[config.mk]
export PLATFORM = sky130hd
export DESIGN_NAME = fetch_prefetch_queue
export DESIGN_NICKNAME = d
export VERILOG_FILES = /design/src/rtl/riscv_pkg.sv /design/src/rtl/fetch_fifo.sv /design/src/rtl/fetch_prefetch_queue.sv
export SDC_FILE = /design/constraint.sdc
export NUM_CORES = 1
export LEC_CHECK = 0
export CORE_ASPECT_RATIO = 1.5
export CORE_UTILIZATION = 55
export CTS_BUF_LIST = sky130_fd_sc_hd__clkbuf_8 sky130_fd_sc_hd__clkbuf_16
export CTS_CLUSTER_DIAMETER = 200
export DETAILED_ROUTE_END_ITERATION = 7
export DONT_BUFFER_PORTS = 1
export PLACE_DENSITY = 0.7
export SETUP_SLACK_MARGIN = 0.5
export SYNTH_ARGS = -nofsm -noshare
export SYNTH_HDL_FRONTEND = slang
export SYNTH_SLANG_ARGS = --single-unit
[constraint.sdc]
create_clock -name clock -period 8.9 [get_ports clock]
set_clock_uncertainty 0.15 [all_clocks]
set_input_delay 1.335 -clock clock [delete_from_list [all_inputs] [get_ports clock]]
set_output_delay 1.335 -clock clock [all_outputs]
set_load 0.1 [all_outputs]
[src/rtl/riscv_pkg.sv]
// Shared core constants for the fetch path: data width, NOP encoding,
// default reset PC and the instruction-word alignment.
package riscv_pkg;

    localparam int unsigned XLEN             = 32;
    localparam logic [31:0] NOP_INSTR        = 32'h0000_0013;
    localparam logic [31:0] RESET_PC_DEFAULT = 32'h0000_0000;
    localparam int unsigned INSTR_ALIGN      = 4;

endpackage

[src/rtl/fetch_fifo.sv]
// Synchronous FIFO of {pc, instr} pairs with push/pop/flush and an occupancy
// count; DEPTH must be a power of two so the pointers wrap naturally.
module fetch_fifo #(
    parameter int unsigned DEPTH = 4,
    parameter int unsigned XLEN  = 32,
    localparam int unsigned AW   = $clog2(DEPTH),
    localparam int unsigned CW   = $clog2(DEPTH + 1)
) (
    input  logic            clock,
    input  logic            reset,
    input  logic            push,
    input  logic [XLEN-1:0] push_pc,
    input  logic [XLEN-1:0] push_instr,
    input  logic            pop,
    input  logic            flush,
    output logic [CW-1:0]   count,
    output logic [XLEN-1:0] head_pc,
    output logic [XLEN-1:0] head_instr
);

    logic [2*XLEN-1:0] mem [DEPTH];
    logic [AW-1:0]     wr_ptr;
    logic [AW-1:0]     rd_ptr;

    always_ff @(posedge clock or negedge reset) begin
        if (!reset) begin
            wr_ptr <= '0;
            rd_ptr <= '0;
            count  <= '0;
        end else if (flush) begin
            wr_ptr <= '0;
            rd_ptr <= '0;
            count  <= '0;
        end else begin
            if (push)
                wr_ptr <= wr_ptr + AW'(1);
            if (pop)
                rd_ptr <= rd_ptr + AW'(1);
            case ({push, pop})
                2'b10:   count <= count + CW'(1);
                2'b01:   count <= count - CW'(1);
                default: count <= count;
            endcase
        end
    end

    // Storage needs no reset: the head is only observed while count is nonzero.
    always_ff @(posedge clock) begin
        if (push && !flush)
            mem[wr_ptr] <= {push_pc, push_instr};
    end

    assign {head_pc, head_instr} = mem[rd_ptr];

endmodule

[src/rtl/fetch_prefetch_queue.sv]
// Instruction prefetch queue ahead of decode with redirect flush.
// Optional same-cycle response bypass when PREFETCH_BYPASS_EN is defined.
module fetch_prefetch_queue
    import riscv_pkg::*;
#(
    parameter int unsigned     DEPTH    = 4,
    parameter int unsigned     XLEN     = riscv_pkg::XLEN,
    parameter logic [XLEN-1:0] RESET_PC = XLEN'(riscv_pkg::RESET_PC_DEFAULT)
) (
    input  logic            clock,
    input  logic            reset,
    output logic            imem_req_valid,
    output logic [XLEN-1:0] imem_req_addr,
    input  logic            imem_req_ready,
    input  logic            imem_rsp_valid,
    input  logic [XLEN-1:0] imem_rsp_data,
    input  logic            redirect,
    input  logic [XLEN-1:0] redirect_pc,
    output logic            deq_valid,
    input  logic            deq_ready,
    output logic [XLEN-1:0] deq_instr,
    output logic [XLEN-1:0] deq_pc
);

    localparam int unsigned     CW         = $clog2(DEPTH + 1);
    localparam logic [XLEN-1:0] PC_STEP    = XLEN'(INSTR_ALIGN);
    localparam logic [XLEN-1:0] ALIGN_MASK = ~(PC_STEP - XLEN'(1));

    logic [XLEN-1:0] fetch_pc;
    logic [XLEN-1:0] rsp_pc;
    logic [CW-1:0]   inflight;
    logic [CW-1:0]   drop;
    logic [CW-1:0]   count;
    logic [CW:0]     credit_used;
    logic [XLEN-1:0] head_pc;
    logic [XLEN-1:0] head_instr;
    logic            req_fire;
    logic            rsp_keep;
    logic            bypass;
    logic            fifo_valid;
    logic            push;
    logic            pop;

    // Dropped in-flight requests still hold credit, so the FIFO can never overflow.
    assign credit_used    = {1'b0, count} + {1'b0, inflight};
    assign imem_req_valid = reset && !redirect && (credit_used < (CW + 1)'(DEPTH));
    assign imem_req_addr  = fetch_pc;
    assign req_fire       = imem_req_valid && imem_req_ready;
    assign rsp_keep       = reset && imem_rsp_valid && !redirect && (drop == '0);

`ifdef PREFETCH_BYPASS_EN
    assign bypass = rsp_keep && (count == '0);
`else
    assign bypass = 1'b0;
`endif

    assign fifo_valid = (count != '0) && !redirect;
    assign deq_valid  = fifo_valid || bypass;
    assign pop        = fifo_valid && deq_ready;
    assign push       = rsp_keep && !(bypass && deq_ready);

    always_comb begin
        deq_instr = XLEN'(NOP_INSTR);
        deq_pc    = '0;
        if (fifo_valid) begin
            deq_instr = head_instr;
            deq_pc    = head_pc;
        end else if (bypass) begin
            deq_instr = imem_rsp_data;
            deq_pc    = rsp_pc;
        end
    end

    always_ff @(posedge clock or negedge reset) begin
        if (!reset) begin
            fetch_pc <= RESET_PC;
            rsp_pc   <= RESET_PC;
            inflight <= '0;
            drop     <= '0;
        end else begin
            inflight <= inflight + CW'(req_fire) - CW'(imem_rsp_valid);
            if (redirect) begin
                fetch_pc <= redirect_pc & ALIGN_MASK;
                rsp_pc   <= redirect_pc & ALIGN_MASK;
                // No request issues this cycle, so everything left in flight is stale.
                drop     <= inflight - CW'(imem_rsp_valid);
            end else begin
                if (req_fire)
                    fetch_pc <= fetch_pc + PC_STEP;
                if (rsp_keep)
                    rsp_pc <= rsp_pc + PC_STEP;
                else if (imem_rsp_valid && (drop != '0))
                    drop <= drop - CW'(1);
            end
        end
    end

    fetch_fifo #(
        .DEPTH (DEPTH),
        .XLEN  (XLEN)
    ) u_fifo (
        .clock      (clock),
        .reset      (reset),
        .push       (push),
        .push_pc    (rsp_pc),
        .push_instr (imem_rsp_data),
        .pop        (pop),
        .flush      (redirect),
        .count      (count),
        .head_pc    (head_pc),
        .head_instr (head_instr)
    );

endmodule

# Yosys cells after proc, flatten, opt, wreduce, memory -nomap -nowiden
# Memories as Yosys holds them, arrays and structs flattened.
# Cells that the tools add are included.
# W data, S select, Z words.
dict set report word_totals {
  regBits 77
  ram_bits 256
  inputBits 70
  out_inout_bits 98
  elab_cells 60
  memories 1
}
# memory depth width rd rd_ports_with_merged_regs write_ports line
set mem_list {}
lappend mem_list {u_fifo.mem 4 64 1 0 1 fetch_fifo.sv:21} ;# logic [2*XLEN-1:0] mem [DEPTH];
dict set report op_classes {
  n_addsub 11
  magnitude_cmp 1
  eq_ne 3
  n_mux 17
  reduce_logical 20
}
# cell count
set ops {}
lappend ops {{$mux W32} 6}
lappend ops {{$add A32 B3 Y32 const B} 2}
lappend ops {{$mux W3} 4}
lappend ops {{$logic_and A1 B1 Y1} 10}
lappend ops {{$reduce_bool A3 Y1} 3}
lappend ops {{$mux W2} 4}
lappend ops {{$reduce_bool A2 Y1} 4}
lappend ops {{$pmux W3 S2} 1}
lappend ops {{$sub A3 B1 Y3} 2}
lappend ops {{$sub A3 B1 Y3 const B} 2}
lappend ops {{$add A2 B1 Y2 const B} 2}
lappend ops {{$add A3 B3 Y4} 1}
lappend ops {{$lt A4 B3 Y1 const B} 1}
lappend ops {{$add A3 B1 Y3} 1}
lappend ops {{$add A3 B1 Y3 const B} 1}
lappend ops {{$logic_not A3 Y1} 1}
lappend ops {{$eq A2 B1 Y1 const B} 1}
lappend ops {{$eq A2 B2 Y1 const B} 1}
lappend ops {{$mux W1} 2}
lappend ops {{$ne A2 B2 Y1 const B} 1}
lappend ops {{$reduce_and A2 Y1} 1}
lappend ops {{$logic_not A1 Y1} 1}

# Depth between registers and ports, before layout
dict set report depth {
  ltp_word 6
  depth_mapped 11
  ltp_nobuf 9
}

# Hierarchy
# Synthesis repeated with hierarchy kept, for this count alone.
dict set report unflattened {
  cells_unflattened 865
  area_unflattened_um2 13932.1
}
# mod instances cells_per_inst area_each_um2 seq_area_each_um2
set by_module_without_submodules {}
lappend by_module_without_submodules {fetch_fifo 1 375 9656.8 7862.5}
lappend by_module_without_submodules {fetch_prefetch_queue 1 490 4275.4 1651.6}

# Worst setup path after synthesis
# Ideal clock, no wire load.
dict set report synth_timing {
  path_type {input-to-output}
  start {in reset}
  end {out imem_req_valid}
  arrival_ns 3.896
  required_ns 7.415
  setup_slack_ns 3.519
  path_stages 2
  path_cell_list {or4b_4 nor3_1}
}
dict set report synth_between {
  elab_chain_cells 2
}
# element line
set synth_rtl {}
lappend synth_rtl {{start: declaration} fetch_prefetch_queue.sv:11} ;# input logic reset,
lappend synth_rtl {{$logic_and A1 B1 Y1 (2 in a row)} fetch_prefetch_queue.sv:46} ;# assign imem_req_valid = reset && !redirect && (credit_used < (CW + 1)'(DEPTH));
lappend synth_rtl {{end: declaration} fetch_prefetch_queue.sv:12} ;# output logic imem_req_valid,
# Every way passes these cells.

# Worst setup path after layout
dict set report layout_timing {
  start {reg u_fifo.rd_ptr[0]}
  end {out deq_instr[4]}
}
dict set report layout_between {
  elab_chain_cells 2
}
# element line
set layout_rtl {}
lappend layout_rtl {{start: declaration} fetch_fifo.sv:23} ;# logic [AW-1:0] rd_ptr;
lappend layout_rtl {{start signal: assignment} fetch_fifo.sv:38} ;# rd_ptr <= rd_ptr + AW'(1);
lappend layout_rtl {{$mem_v2 Z4 W64} n/a}
lappend layout_rtl {{$mux W32} fetch_prefetch_queue.sv:65} ;# if (fifo_valid) begin
lappend layout_rtl {{end: declaration} fetch_prefetch_queue.sv:21} ;# output logic [XLEN-1:0] deq_instr,
# Every way passes these cells.

==> qor.yml <==
routed_via_density: 6.31
placed_area_um2: 13900
synthTopCellsByCount: "248 x edfxtp_1, 73 x and3_1, 73 x dfrtp_1"
synth_area_leaders: "edfxtp_1 55%, dfrtp_1 13%, mux4_2 10%"
worst_skew_pair.late_latency_ps: 540
grt_usage: 0.230
period_share: 0.543
core_um2: 24300
antenna_cells: 0
outcome: "finished, final reports clean"
setup-violations-final: 0
ys_ff_latch: 321
layout-drive-gt1-share: 0.157
cp_slowest_stage_delay_ps: 780
port_buffers: 0
crit_path_max_fanout: 38
wire_per_inst_um: 23.5
cts_resized: 0
cts_buffers: 30
dr.pass1.iters: 5
fin_setup_tns_ps: 0
synth_most_common_cell: "edfxtp_1"
relSlewSlack: 0.226
cp-end-kind: "primary output"
arrival_ps: 3350
synth_area_um2: 13600
dieHeight_um: 195
ctsHoldBuffers: 0
power.total_mw: 3.77
hold_viol_final: 0
synth_top_area_cell: "edfxtp_1"
drt_iter0_markers: 470
rsz0062_at_grt: "no"
cts_root_buf: "clkbuf_16"
synth_top_area_frac: 0.547
avgSynthCellArea_um2: 15.6
cts_tree: "yes"
yosysSeqAreaShare: 0.681
postRouteAntennaNets: 0
p_per_area_nw_per_um2: 252
vdd_drop_max_mv: 0.236
postLayoutCellArea_um2: 14900
clkSinkCount: 321
hold_path.class: "primary input to async pin"
grt_pass1_wl_um: 44200
synth-async-reset-ratio: 0.227
rows: 70
yosysWarnings: 0
critical_path.top_delay_family: "flip-flops"
die_w_um: 130
worstPathRequired_ps: 7410
cts_max_level: 1
io_pins: 168
grt-ovfl-total: 0
grt_max_degree: 77
syn_to_final_growth_pct: 9.73
hpwl_um: 18000
antenna_found_initial: 0
nets: 950
drc: 0
final.min_clock_period_ps: 4830
synth_flop_cell: "edfxtp_1"
start_kind: "flop"
grt_pass1_vias: 8280
drt_wl_total_um: 28400
syn_inst: 870
crit_buf_inv: 1
cts_setup_buffers: 0
synth_cell_types: 58
cts_buffer_depth: 3
crit_type: "flop to primary output"
synth-edff-count: 248
clk_pin_slew_ps: 70
crit_slowest_cell: "dfrtp_4"
start_util: 0.559
drv_cap: 0
place.gp.congestion: 0.858
vias: 7644
crit_chain: "buf_4 -> mux4_2 -> or3_1"
maxSlewViolCount: 0
dieArea_um2: 25400
fmax_ghz: 0.207
worst_slew_pin_slew_ps: 1150
p_leak_nw: 5.18
[kinds of logic (layout without fill, tap and decap cells)]
family,count (synthesis),after routing,share of synthesized area
AO/OA/AOI/OAI,89,89,0.0413
buffers and inverters,67,81,0.0213
XOR/XNOR,41,41,0.0264
adder cells (fa/ha/maj),16,16,0.0158
flip-flops,321,321,0.681
other,1,4,0.000276
AND/OR/NAND/NOR,269,269,0.108
multiplexers,66,66,0.106
[worst register-to-register path: stages, from the launching register on]
cell and delay [ps]:
dfrtp_1 1030, ha_1 350, nand3_1 90, nor2_1 580
nand3_1 510, or4_1 640, nand3_1 100
[worst paths after layout]
kind | start | endpoint | slack, ps | cells past startpoint
max | u_fifo.rd_ptr[0] | deq_instr[4] | 4070 | 3
min | reset | imem_req_addr[14] | 340 | 0
max reg2reg | imem_req_addr[2] | imem_req_addr[26] | 5380 | 6
min reg2reg | inflight[0] | inflight[0] | 420 | 1
max in group asynchronous | reset | u_fifo.rd_ptr[0] | 8100 | 0
min in group clock | inflight[0] | inflight[0] | 420 | 1
[report_power, final]
group / switching, mW / internal [mW]
Combinational: 0.402 / 0.161
Clock: 0.526 / 0.774
Sequential: 0.223 / 1.68
Total: 1.15 / 2.62
[registers in the layout, indices dropped and copies added, names as in the netlist]
name and cells:
drop 3, imem_req_addr 30, inflight 3, rsp_pc 30, u_fifo.count 3, u_fifo.mem 248, u_fifo.rd_ptr 2, u_fifo.wr_ptr 2
[per-stage QoR]
stage	util	worst slack [ps]	instances	hold WS, ps
floorplan	-	3520	873	343
global placement	0.571	4160	1156	364
detailed placement	0.571	4080	1156	397
CTS	0.613	3900	1211	314
global route	0.613	3810	1211	314
finish	0.613	4070	1211	339
[per-layer routing]
layer	part of all wire	wire length [um]	GRT usage
met3	0.067	1910	0.0465
met2	0.52	14800	0.405
met1	0.38	10800	0.271
met5	0	0	0
met4	0.035	982	0.0966
[layout by cell type (no fill, tap or decap), types with 3 or more instances in the layout]
cell type  instances
inv_1             19
xnor2_1           18
or4_1              4
edfxtp_1         248
conb_1             4
nand2_1           56
nor3b_1            4
or3_1              6
mux4_2            62
buf_4             10
and3_1            69
nor3_1            11
and3_2             4
ha_1              14
a21boi_0           4
a21oi_1           11
clkinv_1           3
a31oi_1            4
o311ai_0           3
o211ai_1          11
nor2_1            29
bufinv_16          5
nand3_1           39
mux2_2             4
dfrtp_1           71
nor4_1             5
o21ai_0           39
o311ai_1           3
xor2_1            23
nand2b_1           3
nand4_1           23
clkbuf_16         31
clkinv_2           6
[final cells by class]
type | instances | area (um2)
fill | 1831 | 9420
sequential | 321 | 9280
multi-input combinational | 485 | 4070
clock buffer | 31 | 776
tap | 324 | 405
clock inverter | 24 | 244
timing repair buffer | 11 | 103
inverter | 15 | 56.3
No activity file was read; power rests on OpenSTA's default activity.
